==> config.mk <==
export PLATFORM = sky130hd
export DESIGN_NAME = trace_line_sched_flat
export DESIGN_NICKNAME = d
export VERILOG_FILES = /design/src/rtl/trace_line_sched_pkg.sv /design/src/rtl/trace_line_sched_if.sv /design/src/rtl/trace_line_sched_prefix.sv /design/src/rtl/trace_line_sched.sv /design/src/flat_wrapper.sv
export SDC_FILE = /design/constraint.sdc
export NUM_CORES = 1
export LEC_CHECK = 0
export CAP_MARGIN = 0
export CORE_MARGIN = 1.5
export CORE_UTILIZATION = 35
export DETAILED_ROUTE_END_ITERATION = 10
export GPL_ROUTABILITY_DRIVEN = 0
export SYNTH_ARGS = -nofsm -noshare
export SYNTH_HDL_FRONTEND = slang
export SYNTH_SLANG_ARGS = --single-unit
==> constraint.sdc <==
create_clock -name clk -period 5.75 [get_ports clk]
set_clock_uncertainty 0.2 [all_clocks]
set_input_delay 0.575 -clock clk [delete_from_list [all_inputs] [get_ports clk]]
set_output_delay 0.575 -clock clk [all_outputs]
set_load 0.02 [all_outputs]
==> src/rtl/trace_line_sched_pkg.sv <==
// rtl/trace_line_sched_pkg.sv - shared states, ASCII constants and hex helper for the trace line scheduler
package trace_sched_pkg;

  typedef enum logic [2:0] {
    ST_IDLE,
    ST_PREFIX,
    ST_GRANT,
    ST_SEP,
    ST_EOL
  } trace_sched_state_t;

  localparam logic [7:0] CH_NL    = 8'h0A;
  localparam logic [7:0] CH_COLON = 8'h3A;
  localparam logic [7:0] CH_SPACE = 8'h20;
  localparam logic [7:0] CH_NUL   = 8'h00;

  function automatic logic [7:0] nib2ascii(input logic [3:0] nib);
    return (nib < 4'd10) ? (8'h30 + {4'h0, nib}) : (8'h37 + {4'h0, nib});
  endfunction

endpackage

==> src/rtl/trace_line_sched_if.sv <==
// rtl/trace_line_sched_if.sv - requester, sink and status bundle of the trace line scheduler
interface trace_line_sched_if #(
  parameter int NREQ = 4
);
  logic              line_start;
  logic              busy;
  logic              overrun;
  logic [NREQ-1:0]   req_val;
  logic [NREQ-1:0]   req_rdy;
  logic [NREQ*8-1:0] req_char;
  logic [NREQ-1:0]   req_last;
  logic              out_val;
  logic              out_rdy;
  logic [7:0]        out_char;
  logic              trunc;
  logic [31:0]       cycles;

  modport master (
    output line_start, req_val, req_char, req_last, out_rdy,
    input  busy, overrun, req_rdy, out_val, out_char, trunc, cycles
  );

  modport slave (
    input  line_start, req_val, req_char, req_last, out_rdy,
    output busy, overrun, req_rdy, out_val, out_char, trunc, cycles
  );
endinterface

==> src/rtl/trace_line_sched_prefix.sv <==
// rtl/trace_line_sched_prefix.sv - six-beat "HHHH: " cycle-stamp sequencer (module trace_sched_prefix)
module trace_sched_prefix
  import trace_sched_pkg::*;
(
  input  logic        clk,
  input  logic        reset,
  input  logic        start,
  input  logic [15:0] value,
  input  logic        adv,
  output logic [7:0]  pchar,
  output logic        done
);
  logic [15:0] val_q;
  logic [2:0]  beat;

  always_ff @(posedge clk or posedge reset) begin
    if (reset) begin
      val_q <= '0;
      beat  <= '0;
    end else if (start) begin
      val_q <= value;
      beat  <= '0;
    end else if (adv && beat != 3'd5) begin
      beat <= beat + 3'd1;
    end
  end

  always_comb begin
    pchar = CH_SPACE;
    case (beat)
      3'd0:    pchar = nib2ascii(val_q[15:12]);
      3'd1:    pchar = nib2ascii(val_q[11:8]);
      3'd2:    pchar = nib2ascii(val_q[7:4]);
      3'd3:    pchar = nib2ascii(val_q[3:0]);
      3'd4:    pchar = CH_COLON;
      default: pchar = CH_SPACE;
    endcase
  end

  assign done = adv && (beat == 3'd5);
endmodule

==> src/rtl/trace_line_sched.sv <==
// rtl/trace_line_sched.sv - fixed-order trace line assembler with separators, char budget and newline
// Optional cycle-stamp prefix enabled by defining TRACE_SCHED_CYCLE_PREFIX_EN.
module trace_line_sched
  import trace_sched_pkg::*;
#(
  parameter int          NREQ   = 4,
  parameter int          NCHARS = 512,
  parameter logic [7:0]  SEP    = 8'h7C
) (
  input  logic               clk,
  input  logic               reset,
  trace_line_sched_if.slave  bus
);
  localparam int GW = (NREQ > 1) ? $clog2(NREQ) : 1;
  localparam int CW = $clog2(NCHARS + 1);
  localparam logic [CW-1:0] CMAX  = CW'(NCHARS - 1);
  localparam logic [GW-1:0] GLAST = GW'(NREQ - 1);

  trace_sched_state_t state, state_nx;
  logic [GW-1:0]   gnt;
  logic [CW-1:0]   cnt;
  logic            trunc_q, overrun_q;
  logic [31:0]     cyc;

  logic            full, drop, fwd, bdrop, gnt_inc, out_val, start_ok;
  logic [7:0]      out_char, gchar;
  logic [NREQ-1:0] rdy_vec;

  assign full     = (cnt >= CMAX);
  assign gchar    = bus.req_char[{gnt, 3'b000} +: 8];
  assign start_ok = (state == ST_IDLE) && bus.line_start;

`ifdef TRACE_SCHED_CYCLE_PREFIX_EN
  logic       pfx_adv, pfx_done;
  logic [7:0] pfx_char;

  trace_sched_prefix u_prefix (
    .clk   (clk),
    .reset (reset),
    .start (start_ok),
    .value (cyc[15:0]),
    .adv   (pfx_adv),
    .pchar (pfx_char),
    .done  (pfx_done)
  );
`endif

  always_comb begin
    state_nx = state;
    out_val  = 1'b0;
    out_char = CH_NUL;
    rdy_vec  = '0;
    drop     = 1'b0;
    fwd      = 1'b0;
    bdrop    = 1'b0;
    gnt_inc  = 1'b0;
`ifdef TRACE_SCHED_CYCLE_PREFIX_EN
    pfx_adv  = 1'b0;
`endif
    case (state)
      ST_IDLE: begin
`ifdef TRACE_SCHED_CYCLE_PREFIX_EN
        if (bus.line_start) state_nx = ST_PREFIX;
`else
        if (bus.line_start) state_nx = ST_GRANT;
`endif
      end
`ifdef TRACE_SCHED_CYCLE_PREFIX_EN
      ST_PREFIX: begin
        out_val  = !full;
        out_char = pfx_char;
        pfx_adv  = full || bus.out_rdy;
        if (pfx_adv) begin
          fwd   = !full;
          bdrop = full;
        end
        if (pfx_done) state_nx = ST_GRANT;
      end
`endif
      ST_GRANT: begin
        // NULs are swallowed silently; only budget drops mark the line truncated
        drop         = full || (gchar == CH_NUL);
        out_val      = bus.req_val[gnt] && !drop;
        out_char     = gchar;
        rdy_vec[gnt] = bus.out_rdy || drop;
        if (bus.req_val[gnt] && (bus.out_rdy || drop)) begin
          fwd   = !drop;
          bdrop = full && (gchar != CH_NUL);
          if (bus.req_last[gnt]) state_nx = (gnt == GLAST) ? ST_EOL : ST_SEP;
        end
      end
      ST_SEP: begin
        out_val  = !full;
        out_char = SEP;
        if (full || bus.out_rdy) begin
          fwd      = !full;
          bdrop    = full;
          gnt_inc  = 1'b1;
          state_nx = ST_GRANT;
        end
      end
      ST_EOL: begin
        out_val  = 1'b1;
        out_char = CH_NL;
        if (bus.out_rdy) state_nx = ST_IDLE;
      end
      default: state_nx = ST_IDLE;
    endcase
  end

  always_ff @(posedge clk or posedge reset) begin
    if (reset) begin
      state     <= ST_IDLE;
      gnt       <= '0;
      cnt       <= '0;
      trunc_q   <= 1'b0;
      overrun_q <= 1'b0;
      cyc       <= '0;
    end else begin
      state     <= state_nx;
      cyc       <= cyc + 32'd1;
      overrun_q <= bus.line_start && (state != ST_IDLE);
      if (start_ok) begin
        gnt     <= '0;
        cnt     <= '0;
        trunc_q <= 1'b0;
      end else begin
        if (gnt_inc) gnt <= gnt + 1'b1;
        if (fwd && !full) cnt <= cnt + 1'b1;
        if (bdrop) trunc_q <= 1'b1;
      end
    end
  end

  assign bus.busy     = (state != ST_IDLE);
  assign bus.overrun  = overrun_q;
  assign bus.trunc    = trunc_q;
  assign bus.cycles   = cyc;
  assign bus.out_val  = out_val;
  assign bus.out_char = out_char;
  assign bus.req_rdy  = rdy_vec;
endmodule

==> src/flat_wrapper.sv <==
// flat-port wrapper written by rule: the top's interface ports become plain ports
module trace_line_sched_flat import trace_sched_pkg::*;
#(
  parameter int          NREQ   = 4,
  parameter int          NCHARS = 512,
  parameter logic [7:0]  SEP    = 8'h7C
)
  (clk, reset, bus_line_start, bus_req_val, bus_req_char, bus_req_last, bus_out_rdy, bus_busy, bus_overrun, bus_req_rdy, bus_out_val, bus_out_char, bus_trunc, bus_cycles);
  trace_line_sched_if #(.NREQ(NREQ)) bus_i ();
  input  logic clk;
  input  logic reset;
  input wire logic [$bits(bus_i.line_start)-1:0] bus_line_start;
  input wire logic [$bits(bus_i.req_val)-1:0] bus_req_val;
  input wire logic [$bits(bus_i.req_char)-1:0] bus_req_char;
  input wire logic [$bits(bus_i.req_last)-1:0] bus_req_last;
  input wire logic [$bits(bus_i.out_rdy)-1:0] bus_out_rdy;
  output wire logic [$bits(bus_i.busy)-1:0] bus_busy;
  output wire logic [$bits(bus_i.overrun)-1:0] bus_overrun;
  output wire logic [$bits(bus_i.req_rdy)-1:0] bus_req_rdy;
  output wire logic [$bits(bus_i.out_val)-1:0] bus_out_val;
  output wire logic [$bits(bus_i.out_char)-1:0] bus_out_char;
  output wire logic [$bits(bus_i.trunc)-1:0] bus_trunc;
  output wire logic [$bits(bus_i.cycles)-1:0] bus_cycles;
  assign bus_i.line_start = bus_line_start;
  assign bus_i.req_val = bus_req_val;
  assign bus_i.req_char = bus_req_char;
  assign bus_i.req_last = bus_req_last;
  assign bus_i.out_rdy = bus_out_rdy;
  assign bus_busy = bus_i.busy;
  assign bus_overrun = bus_i.overrun;
  assign bus_req_rdy = bus_i.req_rdy;
  assign bus_out_val = bus_i.out_val;
  assign bus_out_char = bus_i.out_char;
  assign bus_trunc = bus_i.trunc;
  assign bus_cycles = bus_i.cycles;
  trace_line_sched #(.NREQ(NREQ), .NCHARS(NCHARS), .SEP(SEP)) u_core (.clk(clk), .reset(reset), .bus(bus_i));
endmodule
==> results.ini, run 1 <==
[critical_path]
worstSetupEndpointType=output port
arrival_ns=3.49
r2r-end=u_core.cnt[9]$_DFFE_PP0P_
startpoint_type=flop
reg2reg_slack_ns=2.80
crit_fanout=13
crit_type=reg2out
cp.required_ns=4.97
r2r_cells=5
regToRegStartpoint=u_core.gnt[0]$_DFFE_PP0P_

[synthesis]
yosys.area_share.simple=0.2197
synth_top_area_share=0.4350
synth_mux_area_frac=0.1119
synth_xor_area_frac=0.09632
synth_cells=274
ys_seq_area_frac=0.4350
synth.distinct_cells=44
ys_warn_count=0
synth_top_family_by_area=simple AND/OR/NAND/NOR gates
syn-num-nets=324
synth_flop_cell=dfrtp_1
synth-adder-area-share=0.02663
post-synth-top-area-cell=dfrtp_1
synth-compound-area-share=0.07989
synth_edf_count=0
async_flop_share=1.000
synth_area_leaders=dfrtp_1, mux4_2, xnor2_1
synth_area_per_cell_sq_um=10.29
synthesis.area_sq_um=2819
synth_seq_cells=49

[placed_design]
placed_cell_area_sq_um=3805
dpl.hpwl_microns=5181
place.port_buffers=91
dpl_worst_slack_ns=1.721
place_inst=455

[final_layout]
diodes=0
final_net_count=410
post_route_cells_drive_above_1_share=0.07479
multi_input_area_sq_um=1506
mostFrequentLayoutCells=clkdlybuf4s50_1, dfrtp_1, nand2_1
final_common_cell=clkdlybuf4s50_1
final_area_sq_um=3918
instances_no_fill=463
fill_cells=722
register_area_sq_um=1226
syn_to_final_growth_pct=38.97

[routing]
routed_wl_microns=6750
drt_iter0_markers=97
vias=2325
antenna_left=0
drc=0
viasPerCell=5.022
post_drt_wl_per_cell_microns=14.58
drt_first_pass_iters=4

[sta]
tightest_slew_ns=0.9988
slew_violations=0
finalSetupViolations=0
fin_hold_ws_ns=0.2739
max_freq_mhz=234.5
slew_headroom=0.3331
fin_crit_ns=4.265
worst_slack_ns=1.485
tns_ns=0
rsz0062_at_grt=no
timing.final.crit_share=0.7417
hold_violations=0

[worst_hold_path]
hold_class=reg2reg
hold_path_depth=1
min_to=u_core.cnt[5]$_DFFE_PP0P_
holdCritStartpoint=u_core.cnt[5]$_DFFE_PP0P_

[pwr]
irDropWorstVdd_uv=135.7
p_leak_nw=1.605
power_density_nw_per_um2=312.2

[global_routing]
grt_max_degree=50
gr-total-overflow=0
grt_antenna_before_repair=0
grt_first_pass_wirelength_microns=11080
grt_pass1_vias=2264
grt_use_total=0.1624

[clock_network]
cts.sinks=49
path_clk_slew_ns=0.09
cts_buffers=5
cts_tree=built
clk_latency_ns=0.30
cts_setup_buffers=0
clock-root-buffer=clkbuf_8
cts_hold_buf=0
htreeDepth=2
ctsLongestPathBuffers=2
cts_resized=0

[floorplanning]
die-area_sq_um=8602
die_x_microns=92.75
rows=32
start_util=0.3629
io_pins=92
core-area_sq_um=7767
die_h_microns=92.75

[flow_run]
drv_cap=0

[status]
status=completed

==> metal layers <==
layer | global-route usage | vias to the layer above | share of wire
met5 | 0 | - | 0
met4 | 0.06439 | 0 | 0.025
met3 | 0.03448 | 17 | 0.037
met2 | 0.2610 | 46 | 0.47
met1 | 0.2132 | 1121 | 0.47
li1 | - | 1141 | -
==> stage by stage <==
| stage | total power [mW] | utilization |
|---|---|---|
| 6_report | 1.223 | 0.5043 |
| 4_1_cts | 1.233 | 0.5043 |
| 2_1_floorplan | 0.7846 | - |
| 3_5_place_dp | 0.9822 | 0.4899 |
| 3_3_place_gp | 0.9823 | 0.4899 |
| 5_1_grt | 1.294 | 0.5043 |
==> cells in the mapped netlist (2+ instances only) <==
library cell / count
dfrtp_1: 49
nand2_1: 29
nor2_1: 26
xnor2_1: 20
nand3_1: 13
xor2_1: 11
clkbuf_1: 10
mux4_2: 10
nand4_1: 10
and2_1: 9
inv_1: 9
mux2i_1: 9
nor3_1: 7
ha_1: 6
nand2b_1: 6
a211oi_1: 5
and3_1: 5
a21oi_1: 4
and4_1: 4
nor2b_1: 4
a31oi_1: 2
o211ai_1: 2
o31ai_1: 2
or4_4: 2
==> sequential cells by signal (all words and copies together) (netlist names) <==
signal              flops
u_core.state            3
u_core.cnt             10
u_core.bus.overrun      1
u_core.bus.cycles      32
u_core.bus.trunc        1
u_core.gnt              2
==> worst max path at each step <==
| stage | start | cells after the start | end |
|---|---|---|---|
| 2_1_floorplan | u_core.gnt[0]$_DFFE_PP0P_ | 6 | bus_req_rdy[0] |
| 3_3_place_gp | bus_req_char[27] | 7 | bus_req_rdy[3] |
| 3_5_place_dp | bus_req_char[17] | 7 | bus_req_rdy[3] |
| 4_1_cts | u_core.gnt[0]$_DFFE_PP0P_ | 6 | bus_req_rdy[3] |
| 5_1_grt | u_core.gnt[0]$_DFFE_PP0P_ | 6 | bus_req_rdy[2] |
| 6_report | u_core.gnt[0]$_DFFE_PP0P_ | 6 | bus_req_rdy[3] |
==> area by class of cell <==
type / count / share of cell area
Clock buffer: 5 / 0.01757
Clock inverter: 3 / 0.01118
Multi-Input combinational cell: 204 / 0.3845
Timing Repair Buffer: 91 / 0.2325
Sequential cell: 49 / 0.3130
Tap cell: 102 / 0.03258
Inverter: 9 / 0.008623
==> cells by family (layout without fill, tap and decap cells) <==
logic type	count (synthesis)	in the layout
buffers and inverters	21	108
DFF	49	49
adders and majority gates	6	6
xor gates and xnor gates	31	31
and+or+nand+nor	120	120
muxes	19	19
AOI/OAI and AO/OA	28	28
==> critical path, cell delays in order (launching register included) <==
cell	delay, ns
dfrtp_1	0.79
mux4_2	0.60
or4_4	0.59
nor2_1	0.21
o211a_1	0.26
and2_1	0.14
clkdlybuf4s50_1	0.61
==> power by group <==
| group | internal (mW) | total [mW] | switching [mW] | leakage, nW |
|---|---|---|---|---|
| Clock | 0.130 | 0.250 | 0.119 | 0.0585 |
| Sequential | 0.373 | 0.445 | 0.0712 | 0.653 |
| Combinational | 0.270 | 0.529 | 0.258 | 0.894 |
No activity file was read; power rests on OpenSTA's default activity.
==> inputs of run 2 (changes only) <==
--- a/config.mk
+++ b/config.mk
@@ -10,6 +10,7 @@
 export CORE_UTILIZATION = 35
 export DETAILED_ROUTE_END_ITERATION = 10
 export GPL_ROUTABILITY_DRIVEN = 0
+export PLACE_DENSITY = 0.66
 export SYNTH_ARGS = -nofsm -noshare
 export SYNTH_HDL_FRONTEND = slang
 export SYNTH_SLANG_ARGS = --single-unit
==> constraint.sdc (replaced) <==
create_clock -name clk -period 3.8 [get_ports clk]
set_clock_uncertainty 0.2 [all_clocks]
set_input_delay 0.38 -clock clk [delete_from_list [all_inputs] [get_ports clk]]
set_output_delay 0.38 -clock clk [all_outputs]
set_load 0.02 [all_outputs]
==> run 2 against run 1 <==
Against the previous run: core utilization increased by 0.42 points; hold slack about the same; total power increased by 49%; sequential share of layout area decreased by 0.26 points; largest power group unchanged.
==> results.ini, run 2 (same netlist as run 1, synthesis figures left out) <==
[status]
status=completed  ; unchanged

[clock_network]
cts_tree=built  ; unchanged
htreeDepth=2  ; unchanged
ctsLongestPathBuffers=2  ; unchanged
path_clk_slew_ns=0.09  ; about the same
cts_resized=0  ; unchanged
clk_latency_ns=0.30  ; about the same
cts.sinks=49  ; unchanged
cts_setup_buffers=0  ; unchanged
clock-root-buffer=clkbuf_8  ; unchanged
cts_buffers=5  ; unchanged
cts_hold_buf=0  ; unchanged

[worst_hold_path]
holdCritStartpoint=u_core.bus.cycles[31]$_DFF_PP0_  ; was u_core.cnt[5]$_DFFE_PP0P_
min_to=u_core.bus.cycles[31]$_DFF_PP0_  ; was u_core.cnt[5]$_DFFE_PP0P_
hold_path_depth=1  ; unchanged
hold_class=reg2reg  ; unchanged

[routing]
vias=2382  ; was 2,325
routed_wl_microns=6720  ; was 6750 microns
drc=0  ; unchanged
post_drt_wl_per_cell_microns=14.33  ; was 14.58 microns
drt_first_pass_iters=4  ; unchanged
drt_iter0_markers=137  ; was 97
antenna_left=0  ; unchanged
viasPerCell=5.079  ; was 5.022

[critical_path]
reg2reg_slack_ns=1.16  ; was 2.80 ns
r2r-end=u_core.cnt[9]$_DFFE_PP0P_  ; unchanged
arrival_ns=3.08  ; was 3.49 ns
crit_fanout=13  ; unchanged
cp-startpoint=u_core.gnt[0]$_DFFE_PP0P_  ; unchanged
regToRegStartpoint=u_core.gnt[0]$_DFFE_PP0P_  ; unchanged
worstSetupEndpointType=output port  ; unchanged
cp.required_ns=3.22  ; was 4.97 ns
startpoint_type=flop  ; unchanged
crit_type=reg2out  ; unchanged
r2r_cells=7  ; was 5

[flow_run]
drv_cap=0  ; unchanged

[global_routing]
gr-total-overflow=0  ; unchanged
grt_use_total=0.1654  ; was 0.1624
grt_pass1_vias=2297  ; was 2,264
grt_max_degree=50  ; unchanged
grt_antenna_before_repair=0  ; unchanged
grt_first_pass_wirelength_microns=11300  ; was 11,080 microns

[floorplanning]
die_x_microns=92.75  ; unchanged
core-area_sq_um=7767  ; unchanged
die_h_microns=92.75  ; unchanged
die-area_sq_um=8602  ; unchanged
start_util=0.3629  ; unchanged
rows=32  ; unchanged
io_pins=92  ; unchanged

[sta]
fin_hold_ws_ns=0.2736  ; was 0.2739 ns
tns_ns=0  ; unchanged
max_freq_mhz=273.4
finalSetupViolations=0  ; unchanged
slew_violations=0  ; unchanged
fin_crit_ns=3.658
tightest_slew_ns=1.003  ; was 0.9988 ns
rsz0062_at_grt=no  ; unchanged
timing.final.crit_share=0.9627
hold_violations=0  ; unchanged
worst_slack_ns=0.1417  ; was 1.485 ns
slew_headroom=0.3303  ; was 0.3331

[final_layout]
largest_reg_flops=32  ; unchanged
final_net_count=416  ; was 410
final_area_sq_um=3950  ; was 3918 sq um
fill_cells=731  ; was 722
diodes=0  ; unchanged
mostFrequentLayoutCells=clkdlybuf4s50_1, dfrtp_1, nand2_1  ; unchanged
final_common_cell=clkdlybuf4s50_1  ; unchanged
post_route_cells_drive_above_1_share=0.08992  ; was 0.07479
syn_to_final_growth_pct=40.12  ; was 38.97%

[pwr]
p_leak_nw=1.629  ; was 1.605 nW
power.total_mw=1.825  ; was 1.223 mW
power_density_nw_per_um2=461.9  ; was 312.2 nW/um^2
irDropWorstVdd_uv=266.3  ; was 135.7 uV

[placed_design]
dpl.hpwl_microns=5199  ; was 5181 microns
placed_cell_area_sq_um=3850  ; was 3805 sq um
dpl_worst_slack_ns=0.2600  ; was 1.721 ns
place.port_buffers=91  ; unchanged

[run 2: final cells by class]
| class | instances | area [sq um] | area share |
|---|---|---|---|
| inverters | 9 | 33.78 | 0.008552 |
| clock inverters | 2 | 13.76 | 0.003484 |
| multi-input cells | 204 | 1506 | 0.3814 |
| well taps | 102 | 127.6 | 0.03231 |
| clock buffers | 6 | 82.58 | 0.02091 |
| repair buffers | 97 | 959.7 | 0.2430 |
| flip-flops and latches | 49 | 1226 | 0.3104 |
[run 2: worst max-delay path, cell delays in order, from the launching register on]
cell             delay [ns]
dfrtp_1                0.35
buf_6                  0.19
mux4_2                 0.53
or4_4                  0.58
nor2_1                 0.17
o211a_1                0.22
and2_1                 0.14
clkdlybuf4s50_1        0.60
[run 2: where the power goes]
group	leakage, nW	internal [mW]	switching, mW	total, mW
clock	0.0512	0.148	0.173	0.321
combinational	0.925	0.433	0.430	0.863
sequential	0.653	0.566	0.0752	0.641
total	1.63	1.15	0.678	1.82
[run 2: how the worst max path moves through the flow]
stage | endpoint | slack [ns]
final | bus_req_rdy[1] | 0.14
after global routing | bus_req_rdy[1] | 0.04
after CTS | bus_req_rdy[1] | 0.05
after detailed placement | bus_req_rdy[1] | 0.26
after global placement | bus_req_rdy[3] | 0.29
after floorplan | bus_req_rdy[0] | 0.97
[run 2: per-stage QoR]
| step | util | std cells |
|---|---|---|
| final | 0.5085 | 469 |
| after global routing | 0.5085 | 469 |
| after CTS | 0.5081 | 469 |
| after detailed placement | 0.4957 | 461 |
| after global placement | 0.4957 | 461 |
| after floorplan | - | 274 |
[run 2: layer usage]
metal,vias up,share of wire,track usage
met5,-,0,0
met4,0,0.011,0.04040
met3,10,0.036,0.02627
met2,45,0.49,0.2708
met1,1176,0.46,0.2286
li1,1151,-,-
==> inputs of run 3 (changes only) <==
--- a/config.mk
+++ b/config.mk
@@ -8,9 +8,11 @@
 export CAP_MARGIN = 0
 export CORE_MARGIN = 1.5
 export CORE_UTILIZATION = 35
+export CTS_BUF_LIST = sky130_fd_sc_hd__clkbuf_4
 export DETAILED_ROUTE_END_ITERATION = 10
 export GPL_ROUTABILITY_DRIVEN = 0
 export PLACE_DENSITY = 0.66
 export SYNTH_ARGS = -nofsm -noshare
 export SYNTH_HDL_FRONTEND = slang
 export SYNTH_SLANG_ARGS = --single-unit
+export TNS_END_PERCENT = 5
==> run 3 against run 2 <==
Against the previous run: total power fell by 4.9%; final area decreased by 0.79%; maximum frequency grew 3.0%; largest power group unchanged; hold slack better by 0.0074 ns; register-to-register slack is essentially flat; cell count unchanged.
==> results.ini, run 3 (same netlist as run 1, synthesis figures left out) <==
[status]
status=completed  ; unchanged

[critical_path]
cp-startpoint=u_core.gnt[0]$_DFFE_PP0P_  ; unchanged
crit_fanout=13  ; unchanged
startpoint_type=flop  ; unchanged
cp_cell_sequence=buf_6 -> mux4_2 -> or4_4 -> o21ai_4 -> and2_1 -> o31ai_1 -> clkdlybuf4s50_1  ; was buf_6 -> mux4_2 -> or4_4 -> nor2_1 -> o211a_1 -> and2_1 -> clkdlybuf4s50_1
regToRegStartpoint=u_core.gnt[0]$_DFFE_PP0P_  ; unchanged
critPathMaxStageDelay_ns=0.58  ; was 0.60 ns
worstSetupEndpointType=output port  ; unchanged
crit_type=reg2out  ; unchanged
slowest_stage=or4_4  ; was clkdlybuf4s50_1
cp.required_ns=3.22  ; about the same
arrival_ns=2.97  ; was 3.08 ns

[global_routing]
grt_first_pass_wirelength_microns=11310  ; was 11,300 microns
grt_max_degree=50  ; unchanged
gr-total-overflow=0  ; unchanged
grt_use_total=0.1652  ; was 0.1654
grt_pass1_vias=2314  ; was 2,297
grt_antenna_before_repair=0  ; unchanged

[clock_network]
htreeDepth=2  ; unchanged
cts_hold_buf=0  ; unchanged
cts_tree=built  ; unchanged
cts.sinks=49  ; unchanged
clock-root-buffer=clkbuf_4  ; was clkbuf_8
cts_buffers=5  ; unchanged
ctsLongestPathBuffers=2  ; unchanged
cts_setup_buffers=0  ; unchanged
clk_latency_ns=0.36  ; was 0.30 ns
path_clk_slew_ns=0.14  ; was 0.09 ns

[sta]
hold_violations=0  ; unchanged
tns_ns=0  ; unchanged
rsz0062_at_grt=no  ; unchanged
slew_headroom=0.3327  ; was 0.3303
slew_violations=0  ; unchanged
finalSetupViolations=0  ; unchanged
fin_crit_ns=3.552  ; was 3.658 ns
timing.final.crit_share=0.9348  ; was 0.9627
max_freq_mhz=281.5  ; was 273.4 MHz
tightest_slew_ns=0.9995  ; was 1.003 ns

[final_layout]
final_net_count=416  ; unchanged
register_area_sq_um=1226  ; unchanged
final_common_cell=clkdlybuf4s50_1  ; unchanged
diodes=0  ; unchanged
mostFrequentLayoutCells=clkdlybuf4s50_1, dfrtp_1, nand2_1  ; unchanged
fill_cells=729  ; was 731
post_route_cells_drive_above_1_share=0.08719  ; was 0.08992
multi_input_area_sq_um=1506  ; unchanged
final_core_util=0.5045  ; was 0.5085
largest_reg_flops=32  ; unchanged
syn_to_final_growth_pct=39.01  ; was 40.12%

[pwr]
irDropWorstVdd_uv=260.1  ; was 266.3 uV
power_density_nw_per_um2=442.8  ; was 461.9 nW/um^2
p_leak_nw=1.678  ; was 1.629 nW
power.total_mw=1.735  ; was 1.825 mW

[routing]
vias=2379  ; was 2,382
post_drt_wl_per_cell_microns=14.25  ; was 14.33 microns
drc=0  ; unchanged
dr_wl_met2_microns=3321  ; was 3315 microns
antenna_left=0  ; unchanged
routed_wl_microns=6685  ; was 6720 microns
m1WireLength_microns=3057  ; was 3087 microns
routed-wl-met3_microns=242  ; was 240 microns
highest_layer=met4  ; unchanged
viasPerCell=5.072  ; was 5.079
drt_iter0_markers=115  ; was 137
drt_first_pass_iters=4  ; unchanged

[floorplanning]
core-area_sq_um=7767  ; unchanged
die-area_sq_um=8602  ; unchanged
die_h_microns=92.75  ; unchanged
rows=32  ; unchanged
start_util=0.3629  ; unchanged
die_x_microns=92.75  ; unchanged
io_pins=92  ; unchanged

[worst_hold_path]
hold_class=reg2reg  ; unchanged
holdCritStartpoint=u_core.bus.cycles[31]$_DFF_PP0_  ; unchanged

[placed_design]
dpl.hpwl_microns=5199  ; unchanged
place.port_buffers=91  ; unchanged

[flow_run]
drv_cap=0  ; unchanged

==> run 3: cell count changes in the layout (fill, tap and decap cells not counted) <==
cell,before,now
clkdlybuf4s50_1,91,87
clkbuf_8,6,0
clkbuf_4,0,5
dlymetal6s2s_1,0,4
clkinv_1,0,1
==> run 3: metrics by stage <==
step	setup WS, ns	instance area, sq um	cells	hold WS, ns
floorplan	0.9720	2819	274	0.2406
global placement	0.2931	3850	461	0.2615
detailed placement	0.2600	3850	461	0.2635
CTS	0.03333	3909	469	0.2877
global route	0.1210	3919	469	0.3231
finish	0.2479	3919	469	0.2810
==> run 3: repair_timing <==
| item | 4_1_cts | 5_1_grt |
|---|---|---|
| cloned | 0 | 0 |
| endpoints found under the setup margin | 4 | 4 |
| resized for setup | 1 | 4 |
==> run 3: routing by layer <==
metal,vias to the layer above,GRT usage
met1,1162,0.2259
met2,57,0.2733
li1,1153,-
met4,0,0.04040
met5,-,0
met3,7,0.02627
==> run 3: worst max-delay path: cells and delay by family (launching register included) <==
| kind | cells | cell delay (ns) |
|---|---|---|
| buffers and inverters | 2 | 0.75 |
| flip-flops | 1 | 0.36 |
| AND/OR/NAND/NOR | 2 | 0.74 |
| AO/OA/AOI/OAI | 2 | 0.23 |
| multiplexers | 1 | 0.53 |
==> run 3: final cells by class <==
type                    count  area share
repair buffers             97      0.2474
multi-input cells         204      0.3844
inverters                   9    0.008621
clock inverters             3    0.004470
well taps                 102     0.03257
flip-flops and latches     49      0.3129
clock buffers               5    0.009579
==> run 3: worst paths after layout <==
path,endpoint,slack (ns),depth (start not counted)
min in group asynchronous,u_core.bus.cycles[14]$_DFF_PP0_,0.35,2
min reg2reg,u_core.bus.cycles[31]$_DFF_PP0_,0.28,1
max,bus_out_val,0.25,7
max in group asynchronous,u_core.gnt[1]$_DFFE_PP0P_,2.41,2
max reg2reg,u_core.cnt[9]$_DFFE_PP0P_,1.16,7
min,u_core.bus.cycles[31]$_DFF_PP0_,0.28,1
==> run 3: where the power goes <==
| group | switching [mW] | total, mW | internal (mW) |
|---|---|---|---|
| logic | 0.431 | 0.862 | 0.430 |
| registers | 0.0742 | 0.640 | 0.566 |
| clock network | 0.163 | 0.234 | 0.0705 |
